==> config.mk <==
export PLATFORM = sky130hd
export DESIGN_NAME = fetch_unit
export DESIGN_NICKNAME = d
export VERILOG_FILES = /design/src/rtl/fetch_pkg.sv /design/src/rtl/ifid_reg.sv /design/src/rtl/fetch_unit.sv
export SDC_FILE = /design/constraint.sdc
export NUM_CORES = 1
export LEC_CHECK = 0
export BUFFER_PORTS_ARGS = -buffer_cell sky130_fd_sc_hd__buf_2
export CAP_MARGIN = 20
export CELL_PAD_IN_SITES_DETAIL_PLACEMENT = 1
export CELL_PAD_IN_SITES_GLOBAL_PLACEMENT = 1
export CORE_ASPECT_RATIO = 0.5
export CORE_MARGIN = 10
export CORE_UTILIZATION = 44
export CTS_CLUSTER_SIZE = 10
export DETAILED_ROUTE_END_ITERATION = 10
export HOLD_SLACK_MARGIN = 0.08
export PLACE_DENSITY = 0.82
export SLEW_MARGIN = 20
export SYNTH_ARGS = -nofsm -noshare
export SYNTH_HDL_FRONTEND = slang
export SYNTH_SLANG_ARGS = --single-unit
==> constraint.sdc <==
create_clock -name clk -period 3.8 [get_ports clk]
set_input_delay 0.57 -clock clk [delete_from_list [all_inputs] [get_ports clk]]
set_output_delay 0.57 -clock clk [all_outputs]
set_load 0.05 [all_outputs]
==> src/rtl/fetch_pkg.sv <==
// Shared definitions for the instruction-fetch stage: FSM encoding, IF/ID entry
// layout and HALT opcode decode (used when FETCH_HALT_DETECT_EN is defined).
package fetch_pkg;

    typedef enum logic [1:0] {
        ST_FETCH   = 2'd0,
        ST_DISCARD = 2'd1,
        ST_HOLD    = 2'd2,
        ST_HALT    = 2'd3
    } fetch_state_t;

    localparam logic [4:0]  OPC_HALT          = 5'b00000;
    localparam logic [15:0] NOP_INSTR_DEFAULT = 16'h0800;
    localparam logic [15:0] PC_INC            = 16'd2;

    typedef struct packed {
        logic [15:0] pc;
        logic [15:0] next_pc;
        logic [15:0] instr;
    } ifid_entry_t;

    function automatic logic is_halt(input logic [15:0] instr);
        return instr[15:11] == OPC_HALT;
    endfunction

endpackage

==> src/rtl/ifid_reg.sv <==
// IF/ID pipeline register with load, hold and flush controls; also used as the
// holding register that parks a word fetched while decode is stalled.
module ifid_reg
    import fetch_pkg::*;
#(
    parameter logic [15:0] NOP_WORD = NOP_INSTR_DEFAULT
) (
    input  logic        clk,
    input  logic        rst,
    input  logic        load,
    input  logic        hold,
    input  logic        flush,
    input  ifid_entry_t d,
    output ifid_entry_t q,
    output logic        valid
);

    ifid_entry_t q_reg;
    logic        valid_reg;

    // Dropping an entry (flush, or consumed with nothing new) also restores the NOP
    // word so the instruction bus never shows stale data while invalid.
    always_ff @(posedge clk) begin
        if (rst) begin
            q_reg     <= '{pc: 16'h0000, next_pc: 16'h0000, instr: NOP_WORD};
            valid_reg <= 1'b0;
        end else if (flush) begin
            q_reg.instr <= NOP_WORD;
            valid_reg   <= 1'b0;
        end else if (load) begin
            q_reg     <= d;
            valid_reg <= 1'b1;
        end else if (!hold) begin
            q_reg.instr <= NOP_WORD;
            valid_reg   <= 1'b0;
        end
    end

    assign q     = q_reg;
    assign valid = valid_reg;

endmodule

==> src/rtl/fetch_unit.sv <==
// Instruction-fetch stage: PC, variable-latency imem handshake, IF/ID register,
// stall absorption and redirects. HALT detection enabled by FETCH_HALT_DETECT_EN.
module fetch_unit
    import fetch_pkg::*;
#(
    parameter logic [15:0] RESET_PC  = 16'h0000,
    parameter logic [15:0] NOP_INSTR = NOP_INSTR_DEFAULT
) (
    input  logic        clk,
    input  logic        rst,
    output logic        err,
    output logic [15:0] imem_addr,
    output logic        imem_rd,
    input  logic [15:0] imem_rdata,
    input  logic        imem_done,
    input  logic        redirect,
    input  logic [15:0] redirect_pc,
    input  logic        stall,
    output logic [15:0] PC_out,
    output logic [15:0] next_PC_out,
    output logic [15:0] instruction,
    output logic        valid,
    output logic        halted
);

    fetch_state_t state_reg;
    logic [15:0]  pc_reg;
    logic [15:0]  req_addr_reg;
    logic         err_reg;
    logic         halted_reg;

    logic [15:0]  pc_inc;
    ifid_entry_t  fetched, ifid_d, ifid_q, hold_q;
    logic         ifid_valid, hold_valid;
    logic         slot_free, fetch_done, hold_release;
    logic         ifid_load, hold_load, hold_keep, halt_load;

    assign pc_inc       = pc_reg + PC_INC;
    assign fetched      = '{pc: pc_reg, next_pc: pc_inc, instr: imem_rdata};
    assign slot_free    = !ifid_valid || !stall;
    assign fetch_done   = (state_reg == ST_FETCH) && imem_done;
    assign hold_release = (state_reg == ST_HOLD) && !stall && hold_valid;
    assign ifid_load    = (fetch_done && slot_free) || hold_release;
    assign hold_load    = fetch_done && !slot_free;
    assign hold_keep    = (state_reg == ST_HOLD) && stall;
    assign ifid_d       = hold_release ? hold_q : fetched;

`ifdef FETCH_HALT_DETECT_EN
    assign halt_load = ifid_load && is_halt(ifid_d.instr);
`else
    assign halt_load = 1'b0;
`endif

    ifid_reg #(.NOP_WORD(NOP_INSTR)) u_ifid (
        .clk   (clk),
        .rst   (rst),
        .load  (ifid_load),
        .hold  (stall),
        .flush (redirect),
        .d     (ifid_d),
        .q     (ifid_q),
        .valid (ifid_valid)
    );

    ifid_reg #(.NOP_WORD(NOP_INSTR)) u_hold (
        .clk   (clk),
        .rst   (rst),
        .load  (hold_load),
        .hold  (hold_keep),
        .flush (redirect),
        .d     (fetched),
        .q     (hold_q),
        .valid (hold_valid)
    );

    // req_addr_reg remembers the address of the in-flight request so DISCARD can keep
    // imem_addr stable while pc already points at the redirect target.
    always_ff @(posedge clk) begin
        if (rst) begin
            state_reg    <= ST_FETCH;
            pc_reg       <= RESET_PC;
            req_addr_reg <= RESET_PC;
            err_reg      <= 1'b0;
            halted_reg   <= 1'b0;
        end else begin
            if (state_reg == ST_FETCH) begin
                req_addr_reg <= pc_reg;
            end
            if (redirect) begin
                pc_reg     <= {redirect_pc[15:1], 1'b0};
                halted_reg <= 1'b0;
                if (redirect_pc[0]) begin
                    err_reg <= 1'b1;
                end
                state_reg  <= (imem_rd && !imem_done) ? ST_DISCARD : ST_FETCH;
            end else begin
                case (state_reg)
                    ST_FETCH: begin
                        if (imem_done) begin
                            pc_reg <= pc_inc;
                            if (!slot_free) begin
                                state_reg <= ST_HOLD;
                            end else if (halt_load) begin
                                state_reg  <= ST_HALT;
                                halted_reg <= 1'b1;
                            end
                        end
                    end
                    ST_DISCARD: begin
                        if (imem_done) begin
                            state_reg <= ST_FETCH;
                        end
                    end
                    ST_HOLD: begin
                        if (!stall) begin
                            if (halt_load) begin
                                state_reg  <= ST_HALT;
                                halted_reg <= 1'b1;
                            end else begin
                                state_reg <= ST_FETCH;
                            end
                        end
                    end
                    default: ;
                endcase
            end
        end
    end

    assign imem_rd     = !rst && ((state_reg == ST_FETCH) || (state_reg == ST_DISCARD));
    assign imem_addr   = (state_reg == ST_DISCARD) ? req_addr_reg : pc_reg;
    assign err         = err_reg;
    assign halted      = halted_reg;
    assign PC_out      = ifid_q.pc;
    assign next_PC_out = ifid_q.next_pc;
    assign instruction = ifid_q.instr;
    assign valid       = ifid_valid;

endmodule

==> impl_results.md <==
- Status: finished clean
- Total chip power: 3.57 mW
- CTS tree: done
- VDD IR-drop max: 0.248 mV
- Cell variety after synth: 44
- Final antenna-violating net count: 0
- Total clock sinks: 127
- Most used DFF post-synth: dfxtp_1
- # hold bufs at CTS: 0
- Seq cells post-synth: between 100 and 150
- Commonest non-fill, non-tap cell in the layout: nand2_1
- Setup violators final: 0
- Clock-pin slew of the registers on the worst-case setup and hold paths: 0.05 ns
- Via-to-Cell Ratio: roughly 5.5
- Netlist Area Pre-Place: 5630 um^2
- Post-synthesis sequential area ratio: 0.452
- CTS Buf Count: 17
- Setup Buffers After CTS: 0
- Vias in the first global route: 5418
- Synth async-reset ratio: 0
- Critical Path AT: around 2.4 ns
- Commonest non-fill, non-tap cells in the layout: 134 x nand2_1, 127 x dfxtp_1, 100 x buf_2
- DIE WIDTH: 180 um
- Area of the core: between 10000 and 15000 um^2
- Initial Util: 0.447
- Total Wirelength: 18400 um
- PortBufs: 100
- Clk Latency, worst-skew pair: 0.43 ns
- Layout cells sized above 1: 0.206
- Synthesis-to-layout area growth: 19.5%
- Deepest clock path buffer count: 2
- DIE AREA: ~18000 um^2
- Starting DRT DRC Count: 383
- Via count: slightly above 5000
- Setup TNS: 0 ns
- EDFF count, synth: 0
- GRT Total Usage: 0.200
- GR Overflow Total: 0
- Critical path peak fanout: 21
- DR WL/cell: between 15 and 20 um
- DRC errors left: 0
- Worst-margin pin slew: 0.973 ns
- Fmax: 0.338 GHz
- Synthesized area per cell: 8.16 um^2
- HP Class: input port to register
- Critical path class: register to output port
- Setup crit end kind: output port
- Setup ws final: 0.838 ns
- Nets: 792
- Global-route wire length before repair: a little under 30000 um
- DP Worst Slack: 1.12 ns
- Largest net degree at the start of global routing: 93
- Final core occ: 0.534
- ANT cells: 0
- DP HPWL: 11800 um
- Final Hold Violating Endpoints: 0
- Slew Viols, Final: 0
- Final GP Congestion: 0.771
- Pwr Density: 531 nW/um^2
- Post_cts resized: 0
- Antenna violations before repair: 0
- H-tree Lvls: 4
- IO Count: around 110
- P_leak: 2.73 nW
- Die Y: 100 um
- Final min period: 2.96 ns
- Post-Synthesis Cells: 690
- CP required: 3.23 ns
- Yosys warns: 0
- Final Skew: 0.00956 ns
- Reg area: approximately 2500 um^2
- Cell Rows: 29
- Cell chosen for the clock root: clkbuf_16
- Number of fill cells in the layout: 1541
- Max-Cap Viols: 0
- Critical Path Start Type: register
- Worst slew margin: 0.351
- RSZ-0062 raised after global routing: no
- Final worst-path cycle share: 0.780
- FF-to-FF setup slack: 1.17 ns
- Detailed Routing Iterations Pass 1: 4
- Footprint of the multi-input gates: around 2800 um^2
[layout make-up]
type	instances	share of cell area
inverters	7	0.00391
clock inverters	6	0.0156
clock buffers	24	0.0746
flip-flops and latches	127	0.378
repair buffers	110	0.0874
well taps	170	0.0316
multi-input cells	487	0.409
[critical path, stage by stage, from the launching register on]
cell	delay, ns
dfxtp_1	0.34
inv_1	0.09
ha_1	0.77
nor2_1	0.15
nor2_1	0.29
buf_2	0.33
[logic make-up (layout without fill, tap and decap cells)]
kind of cell	Yosys count	after routing	synth area share
AOI/OAI and AO/OA	144	144	0.171
muxes	28	28	0.0525
DFF	127	127	0.452
buffers and inverters	79	147	0.0622
and+or+nand+nor	281	281	0.212
other	1	4	0.000666
xor gates and xnor gates	25	25	0.0389
adders and majority gates	5	5	0.0111
[metrics by stage]
stage               area (um^2)  hold slack (ns)  std cells
floorplan                  5640            0.437        693
global placement           6120            0.437        901
detailed placement         6120            0.445        901
CTS                        6730            0.386        931
global route               6730            0.415        931
finish                     6730            0.387        931
[Yosys cell counts, types with 2 or more instances]
cell type,count,area [um^2]
a211o_1,4,35.0
inv_1,7,26.3
buf_1,7,26.3
nand2_1,134,503
nand2b_1,7,43.8
buf_2,19,95.1
or3_1,3,18.8
xor2_1,13,114
or2_2,2,12.5
nor3_1,14,70.1
nand4_1,2,12.5
nor4_1,6,37.5
o211ai_1,10,75.1
nand3_1,8,40.0
nor2_1,94,353
mux2_2,12,135
xnor2_1,12,105
a211oi_1,13,97.6
mux2i_1,16,160
a21oi_1,58,290
a31oi_1,2,12.5
a22oi_1,15,113
buf_4,4,30.0
dfxtp_1,127,2540
clkbuf_1,40,150
o21ai_0,6,30.0
buf_6,2,22.5
a311oi_1,32,280
nor2b_1,2,12.5
ha_1,5,62.6
[path summary, 6_finish.rpt]
| kind | startpoint | endpoint | cells past startpoint |
|---|---|---|---|
| worst max-delay path | state_reg[1]$_SDFFE_PP0P_ | imem_rd | 5 |
| worst min-delay path | redirect_pc[0] | err$_SDFFE_PP0P_ | 3 |
| worst max register to register | state_reg[0]$_SDFFE_PP0P_ | u_ifid.q[23]$_SDFFE_PP0P_ | 8 |
| worst min register to register | u_ifid.q[24]$_SDFFE_PP0P_ | u_ifid.q[24]$_SDFFE_PP0P_ | 2 |
[metal layers]
| layer | vias to the layer above | wire length [um] | share of wire | GRT usage |
|---|---|---|---|---|
| met3 | 16 | 1100 | 0.060 | 0.0499 |
| met1 | 2528 | 8420 | 0.46 | 0.253 |
| met4 | 0 | 223 | 0.012 | 0.0644 |
| met2 | 130 | 8620 | 0.47 | 0.332 |
| met5 | - | 0 | 0 | 0 |
| li1 | 2477 | - | - | - |
[where the power goes]
| group | switching, mW | internal [mW] | leakage [nW] |
|---|---|---|---|
| Combinational | 0.314 | 0.117 | 1.40 |
| Sequential | 0.0537 | 1.38 | 1.03 |
| Clock | 0.596 | 1.11 | 0.302 |
Note: power is estimated with default switching activity, not from simulation.
